[src/rtl/bp_pkg.sv]
// Shared types and helpers for the branch predictor: counter encoding,
// saturating counter arithmetic, PC index/tag split and the BTB entry view.
package bp_pkg;

    localparam int BP_MAX_W = 64;

    typedef enum logic [1:0] {
        CTR_SNT = 2'b00,
        CTR_WNT = 2'b01,
        CTR_WT  = 2'b10,
        CTR_ST  = 2'b11
    } bp_ctr_t;

    // Widths are fixed at BP_MAX_W so one type serves every ADDR_W up to 64.
    typedef struct packed {
        logic [BP_MAX_W-1:0] tag;
        logic [BP_MAX_W-1:0] target;
        bp_ctr_t             ctr;
    } bp_entry_t;

    function automatic bp_ctr_t ctr_inc(input bp_ctr_t c);
        return (c == CTR_ST) ? CTR_ST : bp_ctr_t'(c + 2'd1);
    endfunction

    function automatic bp_ctr_t ctr_dec(input bp_ctr_t c);
        return (c == CTR_SNT) ? CTR_SNT : bp_ctr_t'(c - 2'd1);
    endfunction

    function automatic logic [BP_MAX_W-1:0] bp_index(input logic [BP_MAX_W-1:0] pc,
                                                     input int idx_w);
        return (pc >> 2) & ((BP_MAX_W'(1) << idx_w) - BP_MAX_W'(1));
    endfunction

    // The caller zero-extends pc from ADDR_W, so the upper bits of the tag are zero.
    function automatic logic [BP_MAX_W-1:0] bp_tag(input logic [BP_MAX_W-1:0] pc,
                                                   input int idx_w);
        return pc >> (idx_w + 2);
    endfunction

endpackage

[src/rtl/bp_stat_counter.sv]
// Event counter that sticks at all-ones instead of wrapping.
module bp_stat_counter #(
    parameter int W = 32
) (
    input  logic         clk,
    input  logic         rst,
    input  logic         inc,
    output logic [W-1:0] count
);

    always_ff @(posedge clk or posedge rst) begin
        if (rst) begin
            count <= '0;
        end else if (inc && (count != '1)) begin
            count <= count + 1'b1;
        end
    end

endmodule

[src/rtl/branch_predictor.sv]
// Direct-mapped BTB with 2-bit direction counters. IF looks it up combinationally;
// ID resolves branches, reports mispredicts and trains the table.
module branch_predictor
    import bp_pkg::*;
#(
    parameter int         ADDR_W   = 32,
    parameter int         ENTRIES  = 16,
    parameter logic [1:0] CTR_INIT = 2'b10,
    parameter int         STAT_W   = 32
) (
    input  logic              clk,
    input  logic              rst,
    input  logic              flush,
    input  logic              lookup_en,
    input  logic [ADDR_W-1:0] lookup_pc,
    output logic              pred_hit,
    output logic              pred_taken,
    output logic [ADDR_W-1:0] pred_target,
    input  logic              upd_en,
    input  logic [ADDR_W-1:0] upd_pc,
    input  logic              upd_taken,
    input  logic [ADDR_W-1:0] upd_target,
    input  logic              upd_pred_taken,
    input  logic [ADDR_W-1:0] upd_pred_target,
    output logic              mispredict,
    output logic [ADDR_W-1:0] correct_pc,
    output logic [STAT_W-1:0] stat_lookups,
    output logic [STAT_W-1:0] stat_hits,
    output logic [STAT_W-1:0] stat_mispredicts
);

    localparam int IDX_W = $clog2(ENTRIES);
    localparam int TAG_W = ADDR_W - IDX_W - 2;

    localparam bp_ctr_t CTR_INIT_C = bp_ctr_t'(CTR_INIT);

    // Valid bits live apart from the payload so a flush is one vector clear.
    logic [ENTRIES-1:0] valid_q;
    logic [TAG_W-1:0]   tag_q    [ENTRIES];
    logic [ADDR_W-1:0]  target_q [ENTRIES];
    bp_ctr_t            ctr_q    [ENTRIES];

    logic [IDX_W-1:0]    lk_idx;
    logic [BP_MAX_W-1:0] lk_tag;
    bp_entry_t           rd_entry;

    logic [IDX_W-1:0] up_idx;
    logic [TAG_W-1:0] up_tag;
    logic             up_hit;

    assign lk_idx = IDX_W'(bp_index(BP_MAX_W'(lookup_pc), IDX_W));
    assign lk_tag = bp_tag(BP_MAX_W'(lookup_pc), IDX_W);
    assign up_idx = IDX_W'(bp_index(BP_MAX_W'(upd_pc), IDX_W));
    assign up_tag = TAG_W'(bp_tag(BP_MAX_W'(upd_pc), IDX_W));

    // Lookup reads registered state only, so a same-cycle update is not visible.
    always_comb begin
        rd_entry        = '0;
        rd_entry.tag    = BP_MAX_W'(tag_q[lk_idx]);
        rd_entry.target = BP_MAX_W'(target_q[lk_idx]);
        rd_entry.ctr    = ctr_q[lk_idx];
        pred_hit        = valid_q[lk_idx] && (rd_entry.tag == lk_tag);
        pred_taken      = pred_hit && rd_entry.ctr[1];
        pred_target     = pred_taken ? ADDR_W'(rd_entry.target) : lookup_pc + ADDR_W'(4);
    end

    assign up_hit     = valid_q[up_idx] && (tag_q[up_idx] == up_tag);
    assign mispredict = upd_en && ((upd_taken != upd_pred_taken) ||
                                   (upd_taken && (upd_target != upd_pred_target)));
    assign correct_pc = upd_taken ? upd_target : upd_pc + ADDR_W'(4);

    // Flush takes priority over training; only taken misses allocate.
    always_ff @(posedge clk or posedge rst) begin
        if (rst) begin
            valid_q <= '0;
            for (int i = 0; i < ENTRIES; i++) begin
                tag_q[i]    <= '0;
                target_q[i] <= '0;
                ctr_q[i]    <= CTR_INIT_C;
            end
        end else if (flush) begin
            valid_q <= '0;
        end else if (upd_en) begin
            if (up_hit) begin
                ctr_q[up_idx] <= upd_taken ? ctr_inc(ctr_q[up_idx]) : ctr_dec(ctr_q[up_idx]);
                if (upd_taken) begin
                    target_q[up_idx] <= upd_target;
                end
            end else if (upd_taken) begin
                valid_q[up_idx]  <= 1'b1;
                tag_q[up_idx]    <= up_tag;
                target_q[up_idx] <= upd_target;
                ctr_q[up_idx]    <= CTR_INIT_C;
            end
        end
    end

    bp_stat_counter #(.W(STAT_W)) u_stat_lookups (
        .clk   (clk),
        .rst   (rst),
        .inc   (lookup_en),
        .count (stat_lookups)
    );

    bp_stat_counter #(.W(STAT_W)) u_stat_hits (
        .clk   (clk),
        .rst   (rst),
        .inc   (lookup_en && pred_hit),
        .count (stat_hits)
    );

    bp_stat_counter #(.W(STAT_W)) u_stat_mispredicts (
        .clk   (clk),
        .rst   (rst),
        .inc   (mispredict),
        .count (stat_mispredicts)
    );

endmodule
[config.mk]
export PLATFORM = sky130hd
export DESIGN_NAME = branch_predictor
export DESIGN_NICKNAME = d
export VERILOG_FILES = /design/src/rtl/bp_pkg.sv /design/src/rtl/bp_stat_counter.sv /design/src/rtl/branch_predictor.sv
export SDC_FILE = /design/constraint.sdc
export NUM_CORES = 2
export LEC_CHECK = 0
export ABC_AREA = 1
export BUFFER_PORTS_ARGS = -buffer_cell sky130_fd_sc_hd__buf_2
export CORE_MARGIN = 2
export CORE_UTILIZATION = 40
export CTS_CLUSTER_SIZE = 14
export DETAILED_ROUTE_END_ITERATION = 10
export HOLD_SLACK_MARGIN = 0.12
export PLACE_DENSITY = 0.58
export SLEW_MARGIN = 20
export SYNTH_ARGS = -nofsm -noshare
export SYNTH_HDL_FRONTEND = slang
export SYNTH_SLANG_ARGS = --single-unit
[constraint.sdc]
create_clock -name clk -period 36.9 [get_ports clk]
set_input_delay 1.845 -clock clk [delete_from_list [all_inputs] [get_ports clk]]
set_output_delay 1.845 -clock clk [all_outputs]
set_load 0.05 [all_outputs]
# Word-level counts from Yosys, hierarchy flattened
# Index checks and enable logic that the tools add are counted.
# op_classes
n_eq_ne	9
reduce_logical	20
bitwise	8
addsub	7
muxes	41
order_cmp	6
# op_table
cell	n
$bwmux 512	1
$bwmux 416	1
$mux 32	7
$bmux 26 s4	2
$mux 26	5
$bmux 32 s4	1
$demux 32 s4	1
$demux 26 s4	1
$add 32x1->32 const B	3
$ne 32x32->1 const B	3
$add 32x3->32 const B	2
$mux 16	4
$eq 26x26->1	2
$bwmux 32	1
$ne 32x32->1	1
$or 16x16->16	2
$and 16x16->16	1
$bmux 2 s4	2
$mux 2	8
$not 16->16	1
$logic_and 1x1->1	11
$ge 5x5->1 const B	2
$lt 4x5->1 const B	2
$not 4->5	2
other kinds (17)	25
# totals
out_inout_bits	163
reg_bits	1072
word_cells	143
in_bits	135

# Longest topological paths before layout
# depth
ltp_word	9
depth_mapped	24
ltp_nobuf	21

# By module
# Synthesis repeated with hierarchy kept, for this count alone.
# unflattened
cells_unflattened	8137
hier_area_um2	58516.1
# modules_own_cells
module	cells_per_inst	n_inst	seq_area_each_um2	area_each_um2
branch_predictor	7054	1	24443.4	51744.6
bp_stat_counter	361	3	800.8	2257.2

# Worst setup path before layout
# No wires, ideal clock.
# synth_path
path_type	input to output
from	input port lookup_pc[2]
to	output port pred_target[2]
stages	17
path_slack_ns	29.937
n_path_buf	4
required_time_ns	35.055
arrival_time_ns	5.118
cell_sequence	buf_2 -> buf_2 -> buf_4 -> buf_2 -> o21ai_0 -> nand3_1 -> nand3_1 -> nand2_1 -> nand2_1 -> nand2_1 -> nand2_1 -> nor2_1 -> nand3_1 -> nor2_4 -> nand2_2 -> clkinv_1 -> o21ai_0
# synth_between
elab_chain_len	8
elab_cells_between_ends	17
cone_classes	add/sub: 1; eq/ne: 1; mux: 12; bitwise: 1; reduce/logical: 2
# synth_rtl
element	line	rtl
from (decl)	branch_predictor.sv:15	input logic [ADDR_W-1:0] lookup_pc,
$not 4->5 (not written as such)	branch_predictor.sv:59	rd_entry.tag = BP_MAX_W'(tag_q[lk_idx]);
$bmux 26 s4	branch_predictor.sv:59	
$mux 26 (not written as such) (2 in series)	branch_predictor.sv:59	
$eq 26x26->1	branch_predictor.sv:62	pred_hit = valid_q[lk_idx] && (rd_entry.tag == lk_tag);
$logic_and 1x1->1 *	branch_predictor.sv:62	
net pred_hit	branch_predictor.sv:16	output logic pred_hit,
$logic_and 1x1->1 *	branch_predictor.sv:63	pred_taken = pred_hit && rd_entry.ctr[1];
net pred_taken	branch_predictor.sv:17	output logic pred_taken,
$mux 32 *	branch_predictor.sv:64	pred_target = pred_taken ? ADDR_W'(rd_entry.target) : lookup_pc + ADDR_W'(4);
to (decl)	branch_predictor.sv:18	output logic [ADDR_W-1:0] pred_target,
# The timed path passes the listed nets; every way through them passes the cells marked *. The select of a mux whose other input is x is not followed.

# Final worst setup path
# layout_path
from	input port lookup_pc[3]
to	output port pred_target[28]
# layout_between
elab_chain_len	8
elab_cells_between_ends	17
cone_classes	add/sub: 1; eq/ne: 1; mux: 12; bitwise: 1; reduce/logical: 2
# layout_rtl
element	line
$not 4->5 (not written as such)	branch_predictor.sv:59, branch_predictor.sv:60, branch_predictor.sv:61
$bmux 26 s4	branch_predictor.sv:59
$mux 26 (not written as such) (2 in series)	branch_predictor.sv:59
$eq 26x26->1	branch_predictor.sv:62
$logic_and 1x1->1	branch_predictor.sv:62
$logic_and 1x1->1	branch_predictor.sv:63
$mux 32 *	branch_predictor.sv:64
# Every way passes the cells marked *; elsewhere a longest branch is shown, timed or not. The select of a mux whose other input is x is not followed.

==> qor.yml <==
slowest_stage: "buf_4"
synth_top_family_by_area: "simple AND/OR/NAND/NOR gates"
leakage_uw: 0.0324
async_flop_share: 1.00
crit_chain: "buf_8 > inv_8 > buf_4 > o211ai_1 > nand3_1 > nand3_1 > nand2_1 > nand2_1 > nand2_1 > nand2_1 > nor2_1 > nand3_1 > nor2_4 > nand2_2 > clkinv_1 > o21ai_0 > nand2_1 > buf_2"
grt_max_degree: 163
port_buffers: 297
slowest_delay_ns: 0.80
grt_pass1_vias: 53626
ios: 298
path_clk_slew_ns: 0.05
num_rows: 141
die_w_microns: 391
cts_hold_buf: 0
muxShareOfSynthArea: 0
p_per_area_nw_per_um2: 51.9
relSlewSlack: 0.160
yosysUniqueCellTypes: 49
clock-sinks: 1072
start_util: 0.404
fin_ws_ns: 28.10
via_per_inst: 5.58
crit_path_end_kind: "output pin"
slew_violations: 0
critPathRequiredTime_ns: 35.06
htreeDepth: 4
fin_crit_ns: 8.80
whs_path_depth: 2
reg2reg_from: "tag_q[364]"
root_buffer: "clkbuf_16"
syn_inst: 8380
finalWeightedCongestion: 0.950
critPathMaxFanout: 100
design_area_sq_um: 66300
routedWlPerCell_microns: 23.2
cts_resized: 0
hold_class: "flip-flop to flip-flop"
setup_viol: 0
vdd_drop_max_v: 0.0000473
setup_tns_ns: 0
fin_util: 0.447
rsz0062_at_grt: "false"
crit_arrival_ns: 6.96
synth_fp_nets: 8523
dp_hpwl_microns: 150000
cp_num_cells: 18
status: "complete, no violations"
grt.total_usage: 0.310
synth_edf_count: 0
cts_setup_buffers: 0
path_class: "primary input to output pin"
final.fill_count: 15246
cts_made_buffers: 130
crit_family: "buffers and inverters"
fin_skew_ns: 0.0308
final_nets: 8451
synthesis.area_sq_um: 59900
cts_tree: "done"
synth_xor_area_frac: 0.0186
drc: 0
die_area_sq_um: 153000
synth_fa_ha_area_frac: 0.00184
ys.flop_type: "dfrtp_1"
pre_cts_ws_ns: 28.20
dieHeight_microns: 391
max_freq_mhz: 114
clock_path_buffers: 3
min_from: "ctr_q[5]"
firstDrtPassIters: 9
overflow: 0
clock_latency_ns: 0.80
drtIter0Drc: 6633
syn_avg_cell_area_sq_um: 7.15
synth-simple-area-share: 0.257
hold_viol: 0
max-cap-violations: 0
crit_top_cell: "nand2_1"
ys_warn_count: 0
vias: 57705
cp_num_buf_inv: 5
yosysSeqAreaShare: 0.448
syn_to_final_growth_pct: 10.7
reg2reg_slack_ns: 32.61
drive_gt1_frac: 0.0806
coreArea_sq_um: 148000
detail-route-antenna-nets: 0
rr_worst_depth: 17
grt_pass1_wl_microns: 355000
min_to: "ctr_q[5]"
ys_ff_latch: 1072
tightest_slew_ns: 1.25
r2r-end: "valid_q[0]"
synth_compound_area_frac: 0.172
finalCritPeriodShare: 0.239
routed_wirelength_microns: 240000
start_kind: "primary input"
antenna_found_initial: 32
place_area_sq_um: 61700
area by class of cell:
class	count	area [sq um]	share of cell area
diodes	16	40.0	0.000604
clock buffers	181	3780	0.0570
clock inverters	47	742	0.0112
inverters	857	3250	0.0490
multi-input cells	5868	27100	0.408
flip-flops and latches	1072	26800	0.405
well taps	1930	2410	0.0364
repair buffers	379	2150	0.0324
cells in the final DEF, fill, tap and decap left out, drive strengths merged:
cell type  synthesis  routed
a211oi             2       2
buf              312     379
dfstp             16      16
a31oi              3       3
clkinvlp           0       5
o211ai           137     137
a211o              3       3
a21oi            542     542
o21ai           1191    1191
ha                 8       8
nand4             41      41
a21boi            17      17
inv              827     832
nand3            482     482
and2               4       4
o22ai              7       7
nor3              91      91
nand2           2518    2518
clkinv            30      58
xnor2             32      32
nand3b             7       7
clkbuf           271     181
dfrtp           1056    1056
a221oi             3       3
o2111ai           17      17
a21o               3       3
diode              0      16
a22o               1       1
nor4              22      22
a311oi            18      18
maj3               1       1
nor4b              1       1
or4                1       1
bufinv             0       9
nor2             620     620
o31ai              1       1
xor2              95      95
registers in the layout, summed over array words and instances (netlist names):
name	flops
valid_q	16
u_stat_mispredicts.count	32
ctr_q	32
tag_q	416
u_stat_hits.count	32
target_q	512
u_stat_lookups.count	32
cells by family after synthesis:
family | Yosys count
buffers and inverters | 1440
AO/OA/AOI/OAI | 1945
AND/OR/NAND/NOR | 3787
flip-flops | 1072
XOR/XNOR | 127
adder cells (fa/ha/maj) | 9
synthesized netlist by cell type (3+ instances only):
cell type | number | area, sq um
a211o_1 | 3 | 26.3
dfstp_2 | 16 | 420
nand2_2 | 9 | 56.3
nor3_2 | 5 | 50.1
a21oi_1 | 542 | 2710
nand2_8 | 10 | 200
dfrtp_1 | 1056 | 26400
a31oi_1 | 3 | 18.8
nand3_1 | 479 | 2400
ha_1 | 8 | 100
nor4_1 | 21 | 131
nand3b_1 | 7 | 52.6
nand2_1 | 2499 | 9380
inv_2 | 11 | 41.3
buf_6 | 50 | 563
o211ai_1 | 137 | 1030
xor2_1 | 95 | 832
a21o_1 | 3 | 22.5
nor3_1 | 85 | 425
clkbuf_1 | 271 | 1020
a21boi_0 | 17 | 128
buf_4 | 27 | 203
xnor2_1 | 32 | 280
nand4_1 | 41 | 257
inv_1 | 815 | 3060
nor2_2 | 5 | 31.3
nand3_2 | 3 | 30.0
clkinv_1 | 30 | 113
a311oi_1 | 18 | 158
buf_1 | 62 | 233
o22ai_1 | 7 | 43.8
and2_1 | 4 | 25.0
o21ai_1 | 256 | 1280
a221oi_1 | 3 | 26.3
buf_2 | 172 | 861
o21ai_0 | 935 | 4680
o2111ai_1 | 17 | 149
nor2_1 | 613 | 2300
stage by stage:
stage                     hold WS [ns]  total power (uW)  std cells
final                            0.461              3440      10350
after global placement           0.450              2080      10106
after detailed placement         0.453              2090      10106
after floorplan                  0.436              1900       8380
after global routing             0.477              3610      10340
after CTS                        0.462              3450      10334
per-layer routing:
layer | up-vias | global-route usage | share of wire
met4 | 18 | 0.135 | 0.048
met2 | 2656 | 0.472 | 0.44
met5 | - | 0 | 0.00047
li1 | 26789 | - | -
met3 | 543 | 0.0591 | 0.086
met1 | 27699 | 0.430 | 0.43
where the power goes:
| group | total (uW) | internal [uW] | switching, uW |
|---|---|---|---|
| combinational | 636 | 189 | 447 |
| clock | 1360 | 789 | 566 |
| sequential | 1450 | 1360 | 92.4 |
worst max-delay path by stage:
| stage | start | endpoint |
|---|---|---|
| floorplan | rst | ctr_q[0] |
| global placement | lookup_pc[2] | pred_target[12] |
| detailed placement | lookup_pc[2] | pred_target[12] |
| CTS | lookup_pc[2] | pred_target[12] |
| global route | lookup_pc[2] | pred_target[12] |
| finish | lookup_pc[3] | pred_target[28] |
tightest hold or removal path: stages (launching register included):
cell and delay (ns):
dfstp_2 0.36, nand2_1 0.05, nand2_1 0.04
(Power assumes the default switching activity.)
